$ cat config.mk
export PLATFORM = sky130hd
export DESIGN_NAME = leaf_gpu_ingress_buffer_flat
export DESIGN_NICKNAME = d
export VERILOG_FILES = /design/src/rtl/leaf_gpu_ingress_buffer_pkg.sv /design/src/rtl/leaf_gpu_ingress_buffer_if.sv /design/src/rtl/leaf_gpu_ingress_buffer_fifo.sv /design/src/rtl/leaf_gpu_ingress_buffer.sv /design/src/flat_wrapper.sv
export SDC_FILE = /design/constraint.sdc
export NUM_CORES = 1
export LEC_CHECK = 0
export ABC_AREA = 1
export ABC_CLOCK_PERIOD_IN_PS = 3300
export CORE_AREA = 10 10 157 159
export DETAILED_ROUTE_END_ITERATION = 8
export DIE_AREA = 0 0 167 169
export PLACE_DENSITY_LB_ADDON = 0.2
export SLEW_MARGIN = 5
export SYNTH_ARGS = -nofsm -noshare
export SYNTH_HDL_FRONTEND = slang
export SYNTH_SLANG_ARGS = --single-unit
$ cat constraint.sdc
create_clock -name clk -period 3.3 [get_ports clk]
set_input_delay 0.66 -clock clk [delete_from_list [all_inputs] [get_ports clk]]
set_output_delay 0.66 -clock clk [all_outputs]
set_load 0.02 [all_outputs]
$ cat src/rtl/leaf_gpu_ingress_buffer_pkg.sv
// Shared types and helpers for the leaf router GPU ingress buffer.
package leaf_gpu_ingress_buffer_pkg;

    localparam int ADDR_W  = 6;
    localparam int GROUP_W = 4;
    localparam int LEAF_W  = 2;
    localparam int CTR_W   = 16;

    localparam logic [GROUP_W-1:0] GROUP_ID_LEAF = 4'b1000;

    typedef enum logic {
        ST_IDLE = 1'b0,
        ST_SEND = 1'b1
    } state_e;

    // Statistics counters stick at all-ones instead of wrapping.
    function automatic logic [CTR_W-1:0] sat_inc(input logic [CTR_W-1:0] val, input logic en);
        if (en && (val != {CTR_W{1'b1}})) begin
            return val + CTR_W'(1);
        end
        return val;
    endfunction

endpackage

$ cat src/rtl/leaf_gpu_ingress_buffer_if.sv
// GPU-side ingress and router-side egress handshake signals of the ingress buffer.
interface leaf_gpu_ingress_buffer_if #(
    parameter int DWIDTH = 16
);
    import leaf_gpu_ingress_buffer_pkg::*;

    logic [DWIDTH-1:0] gpu_in_data;
    logic              gpu_in_valid;
    logic [ADDR_W-1:0] gpu_dest_addr;
    logic              gpu_in_ready;

    logic [DWIDTH-1:0] rtr_data;
    logic [ADDR_W-1:0] rtr_dest_addr;
    logic              rtr_valid;
    logic              rtr_ready;

    modport master (
        output gpu_in_data,
        output gpu_in_valid,
        output gpu_dest_addr,
        input  gpu_in_ready,
        input  rtr_data,
        input  rtr_dest_addr,
        input  rtr_valid,
        output rtr_ready
    );

    modport slave (
        input  gpu_in_data,
        input  gpu_in_valid,
        input  gpu_dest_addr,
        output gpu_in_ready,
        output rtr_data,
        output rtr_dest_addr,
        output rtr_valid,
        input  rtr_ready
    );

endinterface

$ cat src/rtl/leaf_gpu_ingress_buffer_fifo.sv
// Synchronous FIFO with occupancy count; full/empty derive from the count only.
module leaf_gpu_ingress_buffer_fifo
    import leaf_gpu_ingress_buffer_pkg::*;
#(
    parameter  int WIDTH = 22,
    parameter  int DEPTH = 8,
    localparam int PTR_W = $clog2(DEPTH),
    localparam int CNT_W = PTR_W + 1
) (
    input  logic             clk,
    input  logic             reset,
    input  logic             push_i,
    input  logic             pop_i,
    input  logic [WIDTH-1:0] wdata_i,
    output logic [WIDTH-1:0] rdata_o,
    output logic [CNT_W-1:0] count_o,
    output logic             full_o,
    output logic             empty_o
);

    logic [WIDTH-1:0] mem_q [DEPTH];
    logic [PTR_W-1:0] wr_ptr_q, wr_ptr_d;
    logic [PTR_W-1:0] rd_ptr_q, rd_ptr_d;
    logic [CNT_W-1:0] count_q, count_d;
    logic             push_ok;
    logic             pop_ok;

    assign full_o  = (count_q == CNT_W'(DEPTH));
    assign empty_o = (count_q == '0);
    assign count_o = count_q;
    assign rdata_o = mem_q[rd_ptr_q];

    always_comb begin
        push_ok  = push_i && !full_o;
        pop_ok   = pop_i && !empty_o;
        wr_ptr_d = wr_ptr_q;
        rd_ptr_d = rd_ptr_q;
        count_d  = count_q;
        // DEPTH is a power of two, so pointer overflow is the modulo wrap.
        if (push_ok) begin
            wr_ptr_d = wr_ptr_q + PTR_W'(1);
        end
        if (pop_ok) begin
            rd_ptr_d = rd_ptr_q + PTR_W'(1);
        end
        case ({push_ok, pop_ok})
            2'b10:   count_d = count_q + CNT_W'(1);
            2'b01:   count_d = count_q - CNT_W'(1);
            default: count_d = count_q;
        endcase
    end

    always_ff @(posedge clk) begin
        if (push_ok) begin
            mem_q[wr_ptr_q] <= wdata_i;
        end
    end

    always_ff @(posedge clk) begin
        if (reset) begin
            wr_ptr_q <= '0;
            rd_ptr_q <= '0;
            count_q  <= '0;
        end else begin
            wr_ptr_q <= wr_ptr_d;
            rd_ptr_q <= rd_ptr_d;
            count_q  <= count_d;
        end
    end

endmodule

$ cat src/rtl/leaf_gpu_ingress_buffer.sv
// GPU ingress stage of a leaf router: self-address filter, flit FIFO, registered output stage,
// traffic/drop statistics and sticky stall watchdog.
//
//  state   | meaning
//  --------+-----------------------------------------------------------
//  ST_IDLE | output register empty, rtr_valid=0, waiting for a flit
//  ST_SEND | output register holds a flit, rtr_valid=1, held until taken
module leaf_gpu_ingress_buffer
    import leaf_gpu_ingress_buffer_pkg::*;
#(
    parameter  int                 DWIDTH      = 16,
    parameter  int                 FIFO_DEPTH  = 8,
    parameter  logic [GROUP_W-1:0] GROUP_ID    = GROUP_ID_LEAF,
    parameter  logic [LEAF_W-1:0]  LEAF_IDX    = 2'd3,
    parameter  int                 STALL_LIMIT = 64,
    localparam int                 CNT_W       = $clog2(FIFO_DEPTH) + 1
) (
    input  logic                      clk,
    input  logic                      reset,
    leaf_gpu_ingress_buffer_if.slave  bus,
    output logic                      fifo_full,
    output logic                      fifo_empty,
    output logic [CNT_W-1:0]          fifo_count,
    output logic [CTR_W-1:0]          sent_count,
    output logic [CTR_W-1:0]          drop_count,
    output logic                      stall_timeout
);

    localparam int                ENT_W     = DWIDTH + ADDR_W;
    localparam int                STALL_W   = $clog2(STALL_LIMIT + 1);
    localparam logic [ADDR_W-1:0] SELF_ADDR = {GROUP_ID, LEAF_IDX};

    state_e              state_q, state_d;
    logic [DWIDTH-1:0]   data_q, data_d;
    logic [ADDR_W-1:0]   addr_q, addr_d;
    logic [CTR_W-1:0]    sent_q, sent_d;
    logic [CTR_W-1:0]    drop_q, drop_d;
    logic [STALL_W-1:0]  stall_left_q, stall_left_d;
    logic                timeout_q, timeout_d;

    logic                gpu_ready;
    logic                accept;
    logic                self_hit;
    logic                push;
    logic                pop;
    logic                handshake;
    logic [ENT_W-1:0]    fifo_rdata;

    leaf_gpu_ingress_buffer_fifo #(
        .WIDTH (ENT_W),
        .DEPTH (FIFO_DEPTH)
    ) u_fifo (
        .clk     (clk),
        .reset   (reset),
        .push_i  (push),
        .pop_i   (pop),
        .wdata_i ({bus.gpu_in_data, bus.gpu_dest_addr}),
        .rdata_o (fifo_rdata),
        .count_o (fifo_count),
        .full_o  (fifo_full),
        .empty_o (fifo_empty)
    );

    // Ready follows full only; a same-edge pop never opens a slot for the GPU.
    assign gpu_ready = !reset && !fifo_full;
    assign accept    = bus.gpu_in_valid && gpu_ready;
    assign self_hit  = (bus.gpu_dest_addr == SELF_ADDR);
    assign push      = accept && !self_hit;
    assign handshake = (state_q == ST_SEND) && bus.rtr_ready;

    assign bus.gpu_in_ready  = gpu_ready;
    assign bus.rtr_valid     = (state_q == ST_SEND);
    assign bus.rtr_data      = data_q;
    assign bus.rtr_dest_addr = addr_q;
    assign sent_count        = sent_q;
    assign drop_count        = drop_q;
    assign stall_timeout     = timeout_q;

    always_comb begin
        state_d      = state_q;
        data_d       = data_q;
        addr_d       = addr_q;
        pop          = 1'b0;
        stall_left_d = STALL_W'(STALL_LIMIT);
        timeout_d    = timeout_q;
        sent_d       = sat_inc(sent_q, handshake);
        drop_d       = sat_inc(drop_q, accept && self_hit);

        case (state_q)
            ST_IDLE: begin
                if (!fifo_empty) begin
                    pop              = 1'b1;
                    {data_d, addr_d} = fifo_rdata;
                    state_d          = ST_SEND;
                end
            end
            ST_SEND: begin
                if (bus.rtr_ready) begin
                    if (!fifo_empty) begin
                        pop              = 1'b1;
                        {data_d, addr_d} = fifo_rdata;
                    end else begin
                        state_d = ST_IDLE;
                    end
                end else begin
                    // Down-counter holds at zero once the limit has been reached.
                    stall_left_d = (stall_left_q == '0) ? '0 : stall_left_q - STALL_W'(1);
                    if (stall_left_q <= STALL_W'(1)) begin
                        timeout_d = 1'b1;
                    end
                end
            end
            default: begin
                state_d = ST_IDLE;
            end
        endcase
    end

    always_ff @(posedge clk) begin
        if (reset) begin
            state_q      <= ST_IDLE;
            data_q       <= '0;
            addr_q       <= '0;
            sent_q       <= '0;
            drop_q       <= '0;
            stall_left_q <= STALL_W'(STALL_LIMIT);
            timeout_q    <= 1'b0;
        end else begin
            state_q      <= state_d;
            data_q       <= data_d;
            addr_q       <= addr_d;
            sent_q       <= sent_d;
            drop_q       <= drop_d;
            stall_left_q <= stall_left_d;
            timeout_q    <= timeout_d;
        end
    end

endmodule

$ cat src/flat_wrapper.sv
// flat-port wrapper written by rule: the top's interface ports become plain ports
module leaf_gpu_ingress_buffer_flat import leaf_gpu_ingress_buffer_pkg::*;
#(
    parameter  int                 DWIDTH      = 16,
    parameter  int                 FIFO_DEPTH  = 8,
    parameter  logic [GROUP_W-1:0] GROUP_ID    = GROUP_ID_LEAF,
    parameter  logic [LEAF_W-1:0]  LEAF_IDX    = 2'd3,
    parameter  int                 STALL_LIMIT = 64,
    localparam int                 CNT_W       = $clog2(FIFO_DEPTH) + 1
)
  (clk, reset, fifo_full, fifo_empty, fifo_count, sent_count, drop_count, stall_timeout, bus_gpu_in_data, bus_gpu_in_valid, bus_gpu_dest_addr, bus_gpu_in_ready, bus_rtr_data, bus_rtr_dest_addr, bus_rtr_valid, bus_rtr_ready);
  leaf_gpu_ingress_buffer_if #(.DWIDTH(DWIDTH)) bus_i ();
  input  logic clk;
  input  logic reset;
  output logic fifo_full;
  output logic fifo_empty;
  output logic [CNT_W-1:0] fifo_count;
  output logic [CTR_W-1:0] sent_count;
  output logic [CTR_W-1:0] drop_count;
  output logic stall_timeout;
  input wire logic [$bits(bus_i.gpu_in_data)-1:0] bus_gpu_in_data;
  input wire logic [$bits(bus_i.gpu_in_valid)-1:0] bus_gpu_in_valid;
  input wire logic [$bits(bus_i.gpu_dest_addr)-1:0] bus_gpu_dest_addr;
  output wire logic [$bits(bus_i.gpu_in_ready)-1:0] bus_gpu_in_ready;
  output wire logic [$bits(bus_i.rtr_data)-1:0] bus_rtr_data;
  output wire logic [$bits(bus_i.rtr_dest_addr)-1:0] bus_rtr_dest_addr;
  output wire logic [$bits(bus_i.rtr_valid)-1:0] bus_rtr_valid;
  input wire logic [$bits(bus_i.rtr_ready)-1:0] bus_rtr_ready;
  assign bus_i.gpu_in_data = bus_gpu_in_data;
  assign bus_i.gpu_in_valid = bus_gpu_in_valid;
  assign bus_i.gpu_dest_addr = bus_gpu_dest_addr;
  assign bus_gpu_in_ready = bus_i.gpu_in_ready;
  assign bus_rtr_data = bus_i.rtr_data;
  assign bus_rtr_dest_addr = bus_i.rtr_dest_addr;
  assign bus_rtr_valid = bus_i.rtr_valid;
  assign bus_i.rtr_ready = bus_rtr_ready;
  leaf_gpu_ingress_buffer #(.DWIDTH(DWIDTH), .FIFO_DEPTH(FIFO_DEPTH), .GROUP_ID(GROUP_ID), .LEAF_IDX(LEAF_IDX), .STALL_LIMIT(STALL_LIMIT)) u_core (.clk(clk), .reset(reset), .bus(bus_i), .fifo_full(fifo_full), .fifo_empty(fifo_empty), .fifo_count(fifo_count), .sent_count(sent_count), .drop_count(drop_count), .stall_timeout(stall_timeout));
endmodule
==> metrics.md <==
| Metric | Value |
|---|---|
| Crit path time final | `2.70 ns` |
| Final GP Congestion | `0.808` |
| Gr busiest metal | `met2` |
| CTS Sinks | `252` |
| Initial Util | `49.1%` |
| DR pass1 iterations | `7` |
| Fin crit share | `81.9%` |
| Overall routing resource usage | `16.5%` |
| Max-slew violations | `0` |
| Met1 usage | `20.7%` |
| Avg Synthesized Cell Area | `9.79 µm²` |
| DP HPWL | `14.4 mm` |
| Yosys top cell area share | `50.0%` |
| Outcome | `complete, no violations` |
| Worst-path maximum fanout | `9` |
| Worst path arrival time | `3.11 ns` |
| Pre-CTS setup slack | `0.0743 ns` |
| # port buffers | `88` |
| Register area share after synthesis | `64.3%` |
| Cell Rows | `54` |
| Dominant cell type by area after synthesis | `edfxtp_1` |
| Hold-fix buffers, CTS | `0` |
| RSZ-0062 raised after global routing | `no` |
| Synth Flop Type | `edfxtp_1` |
| P per Cell Area | `753 mW/mm²` |
| Fin Setup TNS | `0 ns` |
| Syn-to-layout area delta | `20.6%` |
| Reg2reg start | `u_core.u_fifo.count_o[0]` |
| Min Hold Slack | `0.448 ns` |
| Slew headroom | `33.9%` |
| CP Launch Type | `input port` |
| GR Overflow Total | `0` |
| Post-CTS Setup Repair Bufs | `0` |
| Crit end category | `register` |
| Area contributors post-synth | `edfxtp_1 (50%), dfxtp_1 (14%), nor2_1 (8.8%)` |
| Antenna-violating nets left | `0` |
| Synth cell types | `31` |
| Max Buffers Root-to-Sink | `3` |
| Die Height | `169 µm` |
| Clk root buf | `clkbuf_16` |
| CTS Buf Count | `26` |
| Class of the most critical setup path | `in -> reg` |
| GR Util met2 | `28.4%` |
| Final WS setup | `0.599 ns` |
| DR WL/cell | `16.3 µm` |
| Die X | `167 µm` |
| F_max | `0.370 GHz` |
| Vias in the first global route | `7386` |
| H-tree Lvls | `1` |
| Met3 usage | `3.13%` |
| Mapped Cells | `1081` |
| Worst slew pin tran | `0.990 ns` |
| First DRT Iteration DRCs | `524` |
| Maximum vdd drop | `0.000378 V` |
| Worst Setup SP | `bus_gpu_dest_addr[0]` |
| Leak | `4.46 nW` |
| Min-delay src | `u_core.stall_left_q[0]` |
| Pin count of the biggest net entering global routing | `89` |
| Clk pin slew, worst setup/hold paths | `0.06 ns` |
| Core Area | `0.0216 mm²` |
| DR vias | `7684` |
| Seq cells post-synth | `252` |
| Setup-failing EPs final | `0` |
| Final #Nets | `1213` |
| Fin. Hold Viols | `0` |
| Most frequent cells in the layout | `nor2_1 (240), edfxtp_1 (176), nand2_1 (165)` |
| # IOs | `89` |
| Cts repair resizes | `0` |
| Most common cell after layout, fill and taps aside | `nor2_1` |
| Routed WL | `24.0 mm` |
| Worst Path Required | `3.71 ns` |
| CTS tree | `done` |
| R2R cell count | `12` |
| Later-pin clock latency in the skew report | `0.54 ns` |
| Via-to-Cell Ratio | `5.20` |
| N_diodes | `0` |
| Final worst clock skew | `0.0323 ns` |
| EDFF count, synth | `176` |
| Async SR Flop Fraction | `0%` |
| Synth Net Count | `1116` |
| Layout cell share with drive strength beyond 1 | `9.27%` |
| Synthesized cell area | `0.0106 mm²` |
| Hold crit path type | `reg -> reg` |
| Residual DRC | `0` |
| Fill cells | `1787` |
| First-pass GRT wire length | `38.7 mm` |
| Hold path depth | `1` |
| Syn. warnings | `0` |
| Die Area | `0.0282 mm²` |
| Initial antenna violation count | `1` |
| Maxcap violations | `0` |
==> area by class of cell <==
type / count / area [µm²] / share of cell area (%)
clock inverters: 15 / 240 / 1.88
multi-input cells: 729 / 3370 / 26.4
well taps: 280 / 350 / 2.75
flip-flops and latches: 252 / 6810 / 53.3
clock buffers: 33 / 697 / 5.46
repair buffers: 116 / 1100 / 8.61
inverters: 53 / 201 / 1.58
==> routing by layer <==
layer	wire length [µm]	up-vias
met1	10500	3589
li1	-	3854
met3	1520	36
met4	391	2
met2	11600	203
met5	13	-
==> through the flow <==
stage	std cells	instance area (µm²)	power (mW)	utilization, %
6_report	1478	12800	9.60	59.2
5_1_grt	1478	12800	10.1	59.2
4_1_cts	1478	12800	9.71	59.2
3_5_place_dp	1430	11800	6.54	54.9
3_3_place_gp	1430	11800	6.50	54.9
2_1_floorplan	1081	10600	5.59	-
==> path summary, 6_finish.rpt <==
path                                                  to  slack, ns
worst max-delay path            u_core.u_fifo.count_o[2]       0.60
worst min-delay path              u_core.stall_left_q[0]       0.45
worst max register to register  u_core.u_fifo.count_o[2]       0.99
worst min register to register    u_core.stall_left_q[0]       0.45
==> Yosys cell counts (5+ instances only) <==
cell type,number
a21oi_1,56
a21oi_2,10
buf_1,5
buf_2,16
clkbuf_1,23
dfxtp_1,76
edfxtp_1,176
ha_1,9
inv_1,49
nand2_1,165
nand2_2,9
nand3_1,90
nand4_1,8
nor2_1,248
o21ai_0,108
xnor2_1,5
xor2_1,6
==> cell families after synthesis <==
group                      Yosys count  synth area share [%]
AOI/OAI and AO/OA                  177                  8.81
xor gates and xnor gates            11                 0.911
adders and majority gates            9                  1.06
buffers and inverters              100                  4.02
DFF                                252                  64.3
and+or+nand+nor                    532                  20.9
==> critical path, cell delays in order <==
cell and delay (ns):
clkdlybuf4s50_1 0.63, nand2_1 0.08, inv_1 0.06, nand2_1 0.05, nor2_1 0.25, inv_1 0.14, nand3_1 0.18, ha_1 0.24
nand2_1 0.09, inv_1 0.07, nor2_1 0.06, ha_1 0.18, a21oi_1 0.15, xnor2_1 0.09, o21ai_0 0.14, inv_1 0.05
==> flip-flops by register name, summed over array words and instances, names as in the netlist, named ones only <==
register,flops
u_core.stall_timeout,1
u_core.u_fifo.mem_q,176
u_core.u_fifo.rd_ptr_q,3
u_core.drop_count,16
u_core.stall_left_q,7
u_core.sent_count,16
u_core.u_fifo.count_o,4
u_core.bus.rtr_dest_addr,6
u_core.bus.rtr_valid,1
u_core.u_fifo.wr_ptr_q,3
u_core.bus.rtr_data,16
==> power breakdown <==
group	switching, mW	internal [mW]	leakage [nW]
clock network	1.19	1.97	0.455
registers	0.139	3.63	2.21
logic	1.74	0.944	1.79
Note: power is estimated with default switching activity, not from simulation.
